**src/rtl/whack_hit_judge.sv**
```systemverilog
// rtl/whack_hit_judge.sv - debounced whack-a-mole hit/miss judge with score and best tracking
// Optional MISS_PENALTY_EN: misses (including timeouts) decrement the score, saturating at 0.
module whack_hit_judge #(
    parameter int DEBOUNCE_CYCLES    = 500000,
    parameter int MOLE_WINDOW_CYCLES = 50000000,
    parameter int SCORE_W            = 8
) (
    input  logic               clock,
    input  logic               resetn,
    input  logic [3:0]         keys_n,
    input  logic [2:0]         state,
    output logic               hit,
    output logic               miss,
    output logic               mole_done,
    output logic [SCORE_W-1:0] score,
    output logic [SCORE_W-1:0] best,
    output logic [3:0]         keys_db
);
    localparam int DB_W  = $clog2(DEBOUNCE_CYCLES) + 1;
    localparam int WIN_W = $clog2(MOLE_WINDOW_CYCLES) + 1;
    localparam logic [DB_W-1:0]    DB_LAST   = DB_W'(DEBOUNCE_CYCLES - 1);
    localparam logic [WIN_W-1:0]   WIN_LAST  = WIN_W'(MOLE_WINDOW_CYCLES - 1);
    localparam logic [SCORE_W-1:0] SCORE_MAX = {SCORE_W{1'b1}};

    typedef enum logic [1:0] {IDLE, ARMED, RESOLVE, WAIT_LEAVE} judge_t;

    logic [3:0]         sync1_q, sync2_q;
    logic [3:0]         keys_db_q, keys_db_d, db_prev_q;
    logic [DB_W-1:0]    db_cnt_q [4];
    logic [DB_W-1:0]    db_cnt_d [4];
    logic [3:0]         key_lvl, press_edge;
    judge_t             st_q, st_d;
    logic [1:0]         exp_q, exp_d;
    logic [WIN_W-1:0]   win_q, win_d;
    logic               res_hit_q, res_hit_d;
    logic [SCORE_W-1:0] score_q, score_d, best_q, best_d;
    logic [2:0]         prev_state_q;
    logic               is_mole;
    logic [1:0]         mole_idx;

    assign key_lvl    = ~sync2_q;
    assign press_edge = keys_db_q & ~db_prev_q;
    assign is_mole    = (state >= 3'd2) && (state <= 3'd5);
    // Codes 2..5 map onto key index 0..3 with a 2-bit wrap-around subtract.
    assign mole_idx   = state[1:0] - 2'd2;

    always_comb begin
        keys_db_d = keys_db_q;
        for (int i = 0; i < 4; i++) begin
            db_cnt_d[i] = '0;
            if (key_lvl[i] != keys_db_q[i]) begin
                if (db_cnt_q[i] == DB_LAST) begin
                    keys_db_d[i] = key_lvl[i];
                end else begin
                    db_cnt_d[i] = db_cnt_q[i] + 1'b1;
                end
            end
        end
    end

    always_comb begin
        st_d      = st_q;
        exp_d     = exp_q;
        win_d     = win_q;
        res_hit_d = res_hit_q;
        case (st_q)
            IDLE: begin
                if (is_mole) begin
                    st_d  = ARMED;
                    exp_d = mole_idx;
                    win_d = '0;
                end
            end
            ARMED: begin
                win_d = win_q + 1'b1;
                if (press_edge == (4'b0001 << exp_q)) begin
                    st_d      = RESOLVE;
                    res_hit_d = 1'b1;
                end else if (press_edge != 4'b0000 || win_q == WIN_LAST) begin
                    st_d      = RESOLVE;
                    res_hit_d = 1'b0;
                end else if (!is_mole) begin
                    st_d = IDLE;
                end
            end
            RESOLVE: st_d = WAIT_LEAVE;
            WAIT_LEAVE: begin
                if (!is_mole) begin
                    st_d = IDLE;
                end else if (mole_idx != exp_q) begin
                    st_d  = ARMED;
                    exp_d = mole_idx;
                    win_d = '0;
                end
            end
            default: st_d = IDLE;
        endcase
    end

    always_comb begin
        score_d = score_q;
        if (state == 3'd0) begin
            score_d = '0;
        end else if (st_q == RESOLVE) begin
            if (res_hit_q && score_q != SCORE_MAX) begin
                score_d = score_q + 1'b1;
            end
`ifdef MISS_PENALTY_EN
            if (!res_hit_q && score_q != '0) begin
                score_d = score_q - 1'b1;
            end
`else
`endif
        end
    end

    always_comb begin
        best_d = best_q;
        if (state == 3'd6 && prev_state_q != 3'd6 && score_q > best_q) begin
            best_d = score_q;
        end
    end

    always_ff @(posedge clock) begin
        if (!resetn) begin
            sync1_q      <= 4'hF;
            sync2_q      <= 4'hF;
            keys_db_q    <= 4'h0;
            db_prev_q    <= 4'h0;
            for (int i = 0; i < 4; i++) db_cnt_q[i] <= '0;
            st_q         <= IDLE;
            exp_q        <= 2'd0;
            win_q        <= '0;
            res_hit_q    <= 1'b0;
            score_q      <= '0;
            best_q       <= '0;
            prev_state_q <= 3'd0;
        end else begin
            sync1_q      <= keys_n;
            sync2_q      <= sync1_q;
            keys_db_q    <= keys_db_d;
            db_prev_q    <= keys_db_q;
            for (int i = 0; i < 4; i++) db_cnt_q[i] <= db_cnt_d[i];
            st_q         <= st_d;
            exp_q        <= exp_d;
            win_q        <= win_d;
            res_hit_q    <= res_hit_d;
            score_q      <= score_d;
            best_q       <= best_d;
            prev_state_q <= state;
        end
    end

    assign hit       = (st_q == RESOLVE) && res_hit_q;
    assign miss      = (st_q == RESOLVE) && !res_hit_q;
    assign mole_done = (st_q == RESOLVE);
    assign score     = score_q;
    assign best      = best_q;
    assign keys_db   = keys_db_q;
endmodule

```
**config.mk**
```make
export PLATFORM = sky130hd
export DESIGN_NAME = whack_hit_judge
export DESIGN_NICKNAME = d
export VERILOG_FILES = /design/src/rtl/whack_hit_judge.sv
export SDC_FILE = /design/constraint.sdc
export NUM_CORES = 1
export LEC_CHECK = 0
export CAP_MARGIN = 0
export CORE_UTILIZATION = 55
export CTS_CLUSTER_DIAMETER = 200
export CTS_CLUSTER_SIZE = 8
export DETAILED_ROUTE_END_ITERATION = 12
export DONT_BUFFER_PORTS = 1
export PLACE_DENSITY_LB_ADDON = 0.1
export SLEW_MARGIN = 20
export SYNTH_ARGS = -nofsm -noshare
export SYNTH_HDL_FRONTEND = slang
export SYNTH_SLANG_ARGS = --single-unit
```
**constraint.sdc**
```tcl
create_clock -name clock -period 3.86 [get_ports clock]
set_input_delay 1.158 -clock clock [delete_from_list [all_inputs] [get_ports clock]]
set_output_delay 1.158 -clock clock [all_outputs]
set_load 0.01 [all_outputs]
```
==> impl_metrics.toml <==
[hold_path]
min_path_type = "register to register"

[grt]
grt_pass1_vias = 4778
grt-ovfl-total = 0
track_usage_pct = 22.23
grt_pass1_wl_mm = 22.39
antenna_found_initial = 0
grt_max_degree = 33

[final_layout]
drive_above_1_share_pct = 5.648
final_cell_count_no_fill = 922
syn2layout_area_growth_pct = 9.851
final_nets = 790
n_antenna_cell = 0
final_common_cell = "dfxtp_1"
layout_common_cells = "147 x dfxtp_1, 135 x nor2_1, 62 x xor2_1"

[drt]
drtPass1Iterations = 9
viasPerCell = 5.562
route.detailed.drc = 1
num_vias = 5128
post_drt_wl_per_cell_um = 13.87
ant_nets = 0
drtIter0Drc = 304
routed_wl_mm = 12.79

[sta]
slew-limit-headroom_pct = 35.05
setup_violations = 0
timing.final.crit_share_pct = 70.11
holdWs_ns = 0.4024
clock_skew_ns = 0.007178
tightest_slew_ns = 0.9743
rsz0062_at_grt = "no"
max_freq_mhz = 369.5
finalMaxSlewViolations = 0
fin_crit_ns = 2.706
final_hold_viol_count = 0
setup_tns_ns = 0

[power]
p_leak_nw = 2.396
p_per_area_mw_per_mm2 = 429.6
peakVddDrop_v = 0.0003304

[setup_path]
worstPathArrival_ns = 1.55
crit_required_ns = 2.70
cp-start-kind = "register"
crit_path_end_kind = "output port"
critical_path_class = "register to output port"
cp_max_fo = 10

[placement]
io_buffers = 0
finalWeightedCongestion = 0.7844
hpwlAfterDp_mm = 8.905
dp_cells = 891

[job]
maxCapViolCount = 0

[yosys]
yosys_warnings = 0
yosysUniqueCellTypes = 49
synth_edf_count = 0
yosysSeqAreaShare_pct = 44.30
synthesis.nets = 788
synth_area_mm2 = 0.006643
ys.flop_type = "dfxtp_1"
synth_area_per_cell_um2 = 8.683
synth_cells = 765
synth-seq-cells = 147
ys_async_sr_fraction_pct = 0

[die]
fp.dieArea_mm2 = 0.01252
rows = 39
initial_core_util_pct = 57.20
die_h_um = 111.9
core_area_mm2 = 0.01161
ios = 32
dieWidth_um = 111.9

[clock_network]
postCtsSetupBuffers = 0
cts_sinks = 147
cts_tree = "built"
cts_hold_buf = 0
cts_buffers = 17
cts-root-buf = "clkbuf_16"
clk_path_buf_depth = 2
cts_resized = 0
ctsHtreeMaxLevel = 4
clk_latency_ns = 0.42
clk_pin_slew_ns = 0.06

[outcome]
outcome = "finished with violations"
violations = "DRC"
synth_stat cells, drive strengths merged (2+ instances only):
| cell type | number | area [um2] |
|---|---|---|
| dfxtp | 147 | 2943 |
| nor2 | 135 | 506.7 |
| xor2 | 62 | 543.0 |
| nand2 | 56 | 210.2 |
| xnor2 | 42 | 367.9 |
| nand3 | 36 | 180.2 |
| inv | 31 | 116.4 |
| nand4 | 29 | 181.4 |
| nor3 | 28 | 145.1 |
| o21ai | 18 | 90.09 |
| a21oi | 17 | 85.08 |
| ha | 14 | 175.2 |
| and3 | 13 | 81.33 |
| clkbuf | 12 | 45.04 |
| nand2b | 12 | 75.07 |
| o2111ai | 12 | 105.1 |
| mux2i | 11 | 110.1 |
| nor4 | 11 | 75.07 |
| and2 | 9 | 56.30 |
| o211ai | 9 | 67.56 |
| and4 | 8 | 70.07 |
| buf | 8 | 52.55 |
| nor2b | 8 | 50.05 |
| or3 | 8 | 51.30 |
| or4 | 5 | 37.54 |
| a211oi | 3 | 27.52 |
| a311oi | 3 | 38.79 |
| or2 | 3 | 18.77 |
| nand3b | 2 | 15.01 |
| or4b | 2 | 20.02 |
registers in the layout, indices dropped and copies added (netlist names), 2 cells and up, named ones only:
name and count:
db_cnt_q 80, win_q 27, best 8, score 8
db_prev_q 4, keys_db 4, sync1_q 4, sync2_q 4
prev_state_q 3, exp_q 2
layer usage:
layer  wire length (um)  share of wire (%)  vias to the layer above  track usage (%)
met5                  0                  0                        -                0
met3                515                4.0                       18            6.260
met4                167                1.3                        0            8.649
li1                   -                  -                     2628                -
met1               6398                 50                     2414            29.92
met2               5706                 45                       68            33.71
worst max-delay path, cell delays in order, from the launching register on:
cell and delay, ns:
dfxtp_1 0.54, nand2b_1 0.21, inv_1 0.18, and2_1 0.20
cell type report:
class / count / area, um2
fill: 1011 / 4317
multi-input combinational: 567 / 3486
sequential: 147 / 2943
clock buffer: 19 / 442.9
tap: 143 / 178.9
inverter: 31 / 116.4
clock inverter: 12 / 107.6
timing repair buffer: 3 / 22.52
power breakdown:
group          switching (W)  leakage, nW  internal [W]
logic              0.0000467        0.943     0.0000187
clock network       0.000633        0.265      0.000899
registers         0.00000973         1.19       0.00153
total               0.000689         2.40       0.00245
logic make-up (layout without fill, tap and decap cells):
family,after synthesis,count (layout),synth area share [%]
flops,147,147,44.30
mux,11,11,1.658
compound gates,69,69,7.177
xor+xnor,104,104,13.71
simple gates,369,369,27.29
fa+ha+maj,14,14,2.637
buf+inv,51,65,3.221
stage by stage:
| stage | cell area (um2) | power, W | setup WS [ns] | utilization [%] |
|---|---|---|---|---|
| CTS | 7297 | 0.003171 | 1.153 | 62.83 |
| finish | 7297 | 0.003135 | 1.154 | 62.83 |
| detailed placement | 6746 | 0.001636 | 0.8054 | 58.09 |
| global route | 7297 | 0.003246 | 0.9996 | 62.83 |
| global placement | 6746 | 0.001635 | 0.8098 | 58.09 |
| floorplan | 6643 | 0.001623 | 1.318 | - |
path summary, 6_finish.rpt:
path                            startpoint          to  slack [ns]  depth (start not counted)
worst max-delay path              register         hit        1.15                          3
worst min-delay path            sync1_q[2]  sync2_q[2]        0.40                          1
worst max register to register    exp_q[1]   win_q[26]        1.39                          5
worst min register to register  sync1_q[2]  sync2_q[2]        0.40                          1
No activity file was read; power rests on OpenSTA's default activity.
